[src/rtl/jtdd_sdram_resp.sv]
// ROM-request / download-write responder over a 16-bit memory port.
// Each 32-bit read takes two word reads; each download write is one masked word write.
`timescale 1ns/1ps
module jtdd_sdram_resp #(
    parameter int AW  = 22,
    parameter int GAP = 1
) (
    input  logic          clk,
    input  logic          rst_n,
    input  logic          downloading,
    input  logic          sdram_req,
    input  logic [AW-1:0] sdram_addr,
    output logic          sdram_ack,
    output logic          data_dst,
    output logic          data_rdy,
    output logic [31:0]   data_read,
    input  logic          prog_we,
    input  logic [AW-1:0] prog_addr,
    input  logic [7:0]    prog_data,
    input  logic [1:0]    prog_mask,
    output logic [AW-1:0] mem_addr,
    output logic          mem_rd,
    output logic          mem_we,
    output logic [15:0]   mem_din,
    output logic [1:0]    mem_wmask,
    input  logic [15:0]   mem_dout,
    input  logic          mem_ok
);

    typedef enum logic [2:0] {
        S_IDLE,
        S_RD_LO,
        S_RD_HI,
        S_DONE,
        S_WR,
        S_GAP
    } state_t;

    state_t        state, state_nxt;
    logic [AW-1:0] addr;
    logic [7:0]    wdata;
    logic [1:0]    wmask_n;
    logic [3:0]    gap_cnt, gap_nxt;
    logic          ack_nxt, dst_nxt, rdy_nxt;
    logic          latch_rd, latch_wr, cap_lo, cap_hi;

    always_ff @(posedge clk or negedge rst_n) begin
        if (!rst_n) begin
            state     <= S_IDLE;
            gap_cnt   <= '0;
            addr      <= '0;
            wdata     <= '0;
            wmask_n   <= '0;
            sdram_ack <= 1'b0;
            data_dst  <= 1'b0;
            data_rdy  <= 1'b0;
            data_read <= '0;
        end else begin
            state     <= state_nxt;
            gap_cnt   <= gap_nxt;
            sdram_ack <= ack_nxt;
            data_dst  <= dst_nxt;
            data_rdy  <= rdy_nxt;
            if (latch_rd) addr <= sdram_addr;
            if (latch_wr) begin
                addr    <= prog_addr;
                wdata   <= prog_data;
                wmask_n <= prog_mask;
            end
            if (cap_lo) data_read[15:0]  <= mem_dout;
            if (cap_hi) data_read[31:16] <= mem_dout;
        end
    end

    always_comb begin
        state_nxt = state;
        gap_nxt   = gap_cnt;
        ack_nxt   = 1'b0;
        dst_nxt   = 1'b0;
        rdy_nxt   = 1'b0;
        latch_rd  = 1'b0;
        latch_wr  = 1'b0;
        cap_lo    = 1'b0;
        cap_hi    = 1'b0;
        case (state)
            S_IDLE: begin
                // Only the request matching the current mode is served
                if (gap_cnt == 4'd0) begin
                    if (!downloading && sdram_req) begin
                        latch_rd  = 1'b1;
                        ack_nxt   = 1'b1;
                        state_nxt = S_RD_LO;
                    end else if (downloading && prog_we) begin
                        latch_wr  = 1'b1;
                        state_nxt = S_WR;
                    end
                end
            end
            S_RD_LO: begin
                if (mem_ok) begin
                    cap_lo    = 1'b1;
                    dst_nxt   = 1'b1;
                    state_nxt = S_RD_HI;
                end
            end
            S_RD_HI: begin
                if (mem_ok) begin
                    cap_hi    = 1'b1;
                    state_nxt = S_DONE;
                end
            end
            S_DONE: begin
                rdy_nxt   = 1'b1;
                gap_nxt   = 4'(GAP);
                state_nxt = (GAP == 0) ? S_IDLE : S_GAP;
            end
            S_WR: begin
                if (mem_ok) begin
                    ack_nxt   = 1'b1;
                    gap_nxt   = 4'(GAP);
                    state_nxt = (GAP == 0) ? S_IDLE : S_GAP;
                end
            end
            S_GAP: begin
                // Leaving on the final count gives exactly GAP cycles in this state
                if (gap_cnt <= 4'd1) begin
                    gap_nxt   = 4'd0;
                    state_nxt = S_IDLE;
                end else begin
                    gap_nxt = gap_cnt - 4'd1;
                end
            end
            default: state_nxt = S_IDLE;
        endcase
    end

    always_comb begin
        mem_rd    = (state == S_RD_LO) || (state == S_RD_HI);
        mem_we    = (state == S_WR);
        mem_addr  = '0;
        mem_din   = '0;
        mem_wmask = '0;
        case (state)
            S_RD_LO: mem_addr = addr;
            S_RD_HI: mem_addr = addr + AW'(1);
            S_WR: begin
                mem_addr  = addr;
                mem_din   = {wdata, wdata};
                mem_wmask = ~wmask_n;
            end
            default: ;
        endcase
    end

endmodule

[config.mk]
export PLATFORM = sky130hd
export DESIGN_NAME = jtdd_sdram_resp
export DESIGN_NICKNAME = d
export VERILOG_FILES = /design/src/rtl/jtdd_sdram_resp.sv
export SDC_FILE = /design/constraint.sdc
export NUM_CORES = 1
export LEC_CHECK = 0
export CORE_UTILIZATION = 48
export DETAILED_ROUTE_END_ITERATION = 16
export GPL_TIMING_DRIVEN = 0
export PLACE_DENSITY_LB_ADDON = 0.25
export SLEW_MARGIN = 15
export SYNTH_ARGS = -nofsm -noshare
export SYNTH_HDL_FRONTEND = slang
export SYNTH_SLANG_ARGS = --single-unit
[constraint.sdc]
create_clock -name clk -period 4.7 [get_ports clk]
set_input_delay 0.94 -clock clk [delete_from_list [all_inputs] [get_ports clk]]
set_output_delay 0.94 -clock clk [all_outputs]
set_load 0.01 [all_outputs]
==> After elaboration in Yosys (flattened, before gate mapping) <==
Index checks and enable logic that the tools add are counted.
{ "totals": {"reg_bits": 74, "in_bits": 76, "word_cells": 64} }
{ "op_classes": {"n_eq_ne": 11, "n_lt_le_gt_ge": 1, "add_sub_neg": 2, "bitwise_logic": 1, "mux": 28, "reduce_logical": 11} }
{ "ops": {"columns": ["cell", "n"], "rows": [
  ["two-way mux 22 bit", 2],
  ["one-hot mux 22 bit (2 select lines)", 1],
  ["adder 22 x 1 -> 22 bit (second input constant)", 1],
  ["two-way mux 3 bit", 7],
  ["one-hot mux 3 bit (6 select lines)", 1],
  ["two-way mux 16 bit", 1],
  ["one-hot mux 4 bit (3 select lines)", 1],
  ["two-way mux 1 bit", 11],
  ["two-way mux 4 bit", 2],
  ["!= test 2 bit (second input constant)", 4],
  ["== test 3 x 2 -> 1 bit (second input constant)", 2],
  ["== test 3 bit (second input constant)", 2],
  ["AND reduction 6 bit", 1],
  ["<= comparator 4 x 1 -> 1 bit (second input constant)", 1],
  ["zero test 4 bit", 1],
  ["subtractor 4 x 1 -> 4 bit (second input constant)", 1],
  ["== test 3 x 1 -> 1 bit (second input constant)", 1],
  ["zero test 3 bit", 1],
  ["!= test 3 bit (second input constant)", 1],
  ["nonzero test 3 bit", 1],
  ["logical AND 1 bit", 2],
  ["two-way mux 2 bit", 1],
  ["!= test 2 x 1 -> 1 bit (second input constant)", 1],
  ["NOT 2 bit", 1],
  ["other kinds (6)", 6]
]} }

==> Longest topological paths before layout <==
{ "logic_depth": {"ltp_word": 7, "depth_mapped": 8} }

==> Worst setup path after synthesis <==
OpenSTA, ideal clock, no wires.
{ "synth_timing": {"path_kind": "register -> output", "from": "reg state[1]", "to": "out mem_addr[8]", "required_time_ns": 3.760, "t_arrival_ns": 1.924, "path_stages_with_launch": 6, "slack_ns": 1.836, "path_cell_list": "dfrtp_1 -> clkbuf_1 -> or3b_2 -> clkbuf_1 -> clkbuf_1 -> o41ai_1"} }
{ "synth_between": {"elab_chain_cells": 3} }
{ "synth_rtl": {"columns": ["item", "line_no", "source"], "rows": [
  ["from (decl)", "39", "state_t state, state_nxt;"],
  ["from (signal assigned)", "59", "state <= state_nxt;"],
  ["== test 3 bit / == test 3 x 1 -> 1 bit (equally long branches)", "143", "case (state)"],
  ["OR reduction 2 bit (no source line)", null, null],
  ["one-hot mux 22 bit (2 select lines) *", "143", null],
  ["to (decl)", "21", "output logic [AW-1:0] mem_addr,"]
]} }
Mark *: on every way between the ends. The rest lies on a longest branch, timed or not.

==> Worst setup path after layout <==
{ "layout_timing": {"from": "reg state[1]", "to": "out mem_addr[9]"} }
The elaborated chain is that of the path after synthesis.

==> results.py <==
metrics = {
    "place": {
        "gp_congestion": 0.8907,
        "io_buffer_count": 152,
        "dpl-instance-area_sq_um": 5783,
        "post-dp-hpwl_um": 8122,
    },
    "critical_path": {
        "crit_fanout": 10,
        "critical_path.most_common_cell": "clkbuf_1",
        "end_kind": "output port",
        "critical-path-slowest-cell": "clkdlybuf4s50_1",
        "setup.worst_path.start_class": "flip-flop",
        "path_class": "flip-flop to output port",
        "cp_data_arrival_time_ps": 3110,
        "critical_path.max_stage_delay_ps": 590,
        "crit_required_ps": 3760,
        "critical_path_cell_by_cell": "clkbuf_1 -> nor3b_1 -> clkbuf_1 -> clkbuf_1 -> nand3_1 -> o21ai_0 -> clkdlybuf4s50_1",
    },
    "drt": {
        "num_vias": 3709,
        "drcViolationCount": 0,
        "routedWlPerCell_um": 16.00,
        "drt_pass_1_iters": 4,
        "drt.antenna.violating_nets": 0,
        "viasPerCell": 5.561,
        "wl_um": 10670,
        "initial_detailed_routing_violation_count": 135,
    },
    "sta": {
        "setup_total_negative_slack_ps": 0,
        "slew_viol_final": 0,
        "period_needed_ps": 4049,
        "final_hold_viol_count": 0,
        "hold_ws_ps": 481.7,
        "setup_viol": 0,
        "worst_slew_margin_relative_to_its_limit": 0.4977,
        "period_share": 0.8616,
        "rsz0062_at_grt": "no",
        "timing.clock.skew_ps": 10.58,
        "worst_pin_slew_ps": 750.7,
        "max_freq_mhz": 247.0,
    },
    "synth": {
        "avgSynthCellArea_sq_um": 10.45,
        "synth_enable_flop_cells": 0,
        "synth_cells": 393,
        "syn_area_sq_um": 4105,
        "synth_async_sr_flop_share": 1.000,
        "synth_cell_type_count": 51,
        "yosysWarningCount": 0,
        "dominantRegCellSynth": "dfrtp_1",
        "syn_nets": 472,
        "ys_seq_elements": 74,
        "synth_seq_area_share": 0.4511,
    },
    "floorplan": {
        "die_h_um": 94.48,
        "dieArea_sq_um": 8926,
        "die-width_um": 94.48,
        "placementRows": 33,
        "io_pins": 153,
        "start_util": 0.4971,
        "core_area_sq_um": 8258,
    },
    "global_routing": {
        "grt.total_usage": 0.2509,
        "antenna_found_initial": 0,
        "vias_in_the_first_global_route": 3607,
        "grt_start_max_net_pins": 53,
        "wire_length_of_the_first_global_routing_pass_um": 17190,
        "grt.overflow.total": 0,
    },
    "cells_and_area": {
        "area_growth_syn_to_layout_pct": 46.91,
        "final_core_utilization": 0.7303,
        "multi_input_comb_area_sq_um": 2021,
        "nets": 636,
        "layout.cells.most_common": "clkdlybuf4s50_1",
        "num-fill-cells": 632,
        "most_used_cells_in_the_layout_excluding_fill_and_tap_cells": "clkdlybuf4s50_1 (151), dfrtp_1 (74), mux2_2 (42), nor2_1 (31), mux2i_1 (23)",
        "ff_latch_area_sq_um": 1852,
        "layout.cell_area.non_filler_sq_um": 6031,
        "antennaDiodeCount": 0,
        "post_route_cells_drive_above_1_share": 0.1851,
    },
    "cts": {
        "postCtsSetupRepairBufs": 0,
        "cts_made_buffers": 9,
        "h-tree-depth": 3,
        "cts.root.buffer_cell": "clkbuf_8",
        "cts_repair_resize_count": 0,
        "cts_hold_buf": 0,
        "cts_tree": "built",
        "clock_path_buffers": 2,
        "clock_insertion_delay_worst_skew_ps": 340,
        "path_clk_slew_ps": 80,
        "clock-sinks": 74,
    },
    "outcome": {
        "run_status": "complete, no violations",
    },
    "pwr": {
        "power.density_cell_area_nw_per_um2": 238.7,
        "finalPower_mw": 1.440,
        "ir_worst_vdd_mv": 0.1887,
        "cellLeakagePower_nw": 2.492,
    },
    "hold_path": {
        "hold_path_class": "input port to async pin",
    },
    "job": {
        "max-cap-violations": 0,
    },
}
flip-flops by register name (all words and copies together) (netlist names):
name / flops
gap_cnt: 4
data_read: 32
data_rdy: 1
wmask_n: 2
wdata: 8
addr: 22
state: 3
data_dst: 1
sdram_ack: 1
synthesized netlist by cell type, types with 3 or more instances:
library cell	number	area, sq um
a21oi_1	10	50.05
a21oi_2	20	175.2
a31oi_1	11	68.82
and2_1	12	75.07
and3_1	5	31.28
and4_1	4	35.03
buf_2	6	30.03
buf_4	8	60.06
buf_6	4	45.04
clkbuf_1	19	71.32
dfrtp_1	74	1852
ha_1	3	37.54
inv_1	7	26.28
mux2_2	42	473.0
mux2i_1	23	230.2
nand2_1	18	67.56
nand2b_1	6	37.54
nand3_1	8	40.04
nand4_1	4	25.02
nor2_1	31	116.4
nor3_1	9	45.04
nor4_1	3	18.77
o211ai_1	3	22.52
o21ai_0	21	105.1
o311ai_0	3	26.28
o31ai_1	3	22.52
or4_1	3	22.52
metrics by stage:
stage / setup slack (ps) / std cells
after floorplan: 1836 / 393
after global placement: 232.0 / 650
after detailed placement: 1014 / 651
after CTS: 607.9 / 667
after global routing: 469.3 / 667
final: 650.7 / 667
path summary, 6_finish.rpt:
check | slack, ps | startpoint | depth (start not counted) | endpoint
worst max-delay path | 650 | state[1] | 7 | mem_addr[9]
worst min-delay path | 480 | rst_n | 1 | wdata[2]
worst max register to register | 2120 | gap_cnt[0] | 8 | addr[6]
worst min register to register | 510 | wdata[2] | 1 | wdata[2]
max in group asynchronous | 3660 | rst_n | 2 | addr[13]
min in group clk | 510 | wdata[2] | 1 | wdata[2]
kinds of logic (layout without fill, tap and decap cells):
| kind of cell | count (synthesis) | count (layout) | synth area share |
|---|---|---|---|
| simple gates | 115 | 115 | 0.1539 |
| compound gates | 91 | 91 | 0.1558 |
| flops | 74 | 74 | 0.4511 |
| mux | 65 | 65 | 0.1713 |
| buf+inv | 44 | 213 | 0.05669 |
| fa+ha+maj | 3 | 3 | 0.009145 |
| xor+xnor | 1 | 1 | 0.002134 |
cell type report:
cell class              count  share of cell area
plain buffers              37             0.03423
clock buffers               9             0.02054
multi-input cells         275              0.3351
clock inverters             7             0.02054
inverters                   7            0.004357
repair buffers            153              0.2564
well taps                 105             0.02178
flip-flops and latches     74              0.3071
report_power, final:
part / internal [mW] / total (mW) / switching, mW
registers: 0.657 / 0.685 / 0.0275
clock network: 0.357 / 0.607 / 0.250
logic: 0.0903 / 0.148 / 0.0576
total: 1.10 / 1.44 / 0.335
routing by layer:
metal,GRT usage,part of all wire
met1,0.3068,0.40
met2,0.4094,0.49
met3,0.09259,0.088
met4,0.08460,0.022
met5,0,0
worst max-delay path, delay by kind of cell (launching register included):
kind,cells,cell delay (ps)
AO/OA/AOI/OAI,1,250
buffers and inverters,4,1780
flip-flops,1,330
AND/OR/NAND/NOR,2,400
(Power assumes the default switching activity.)
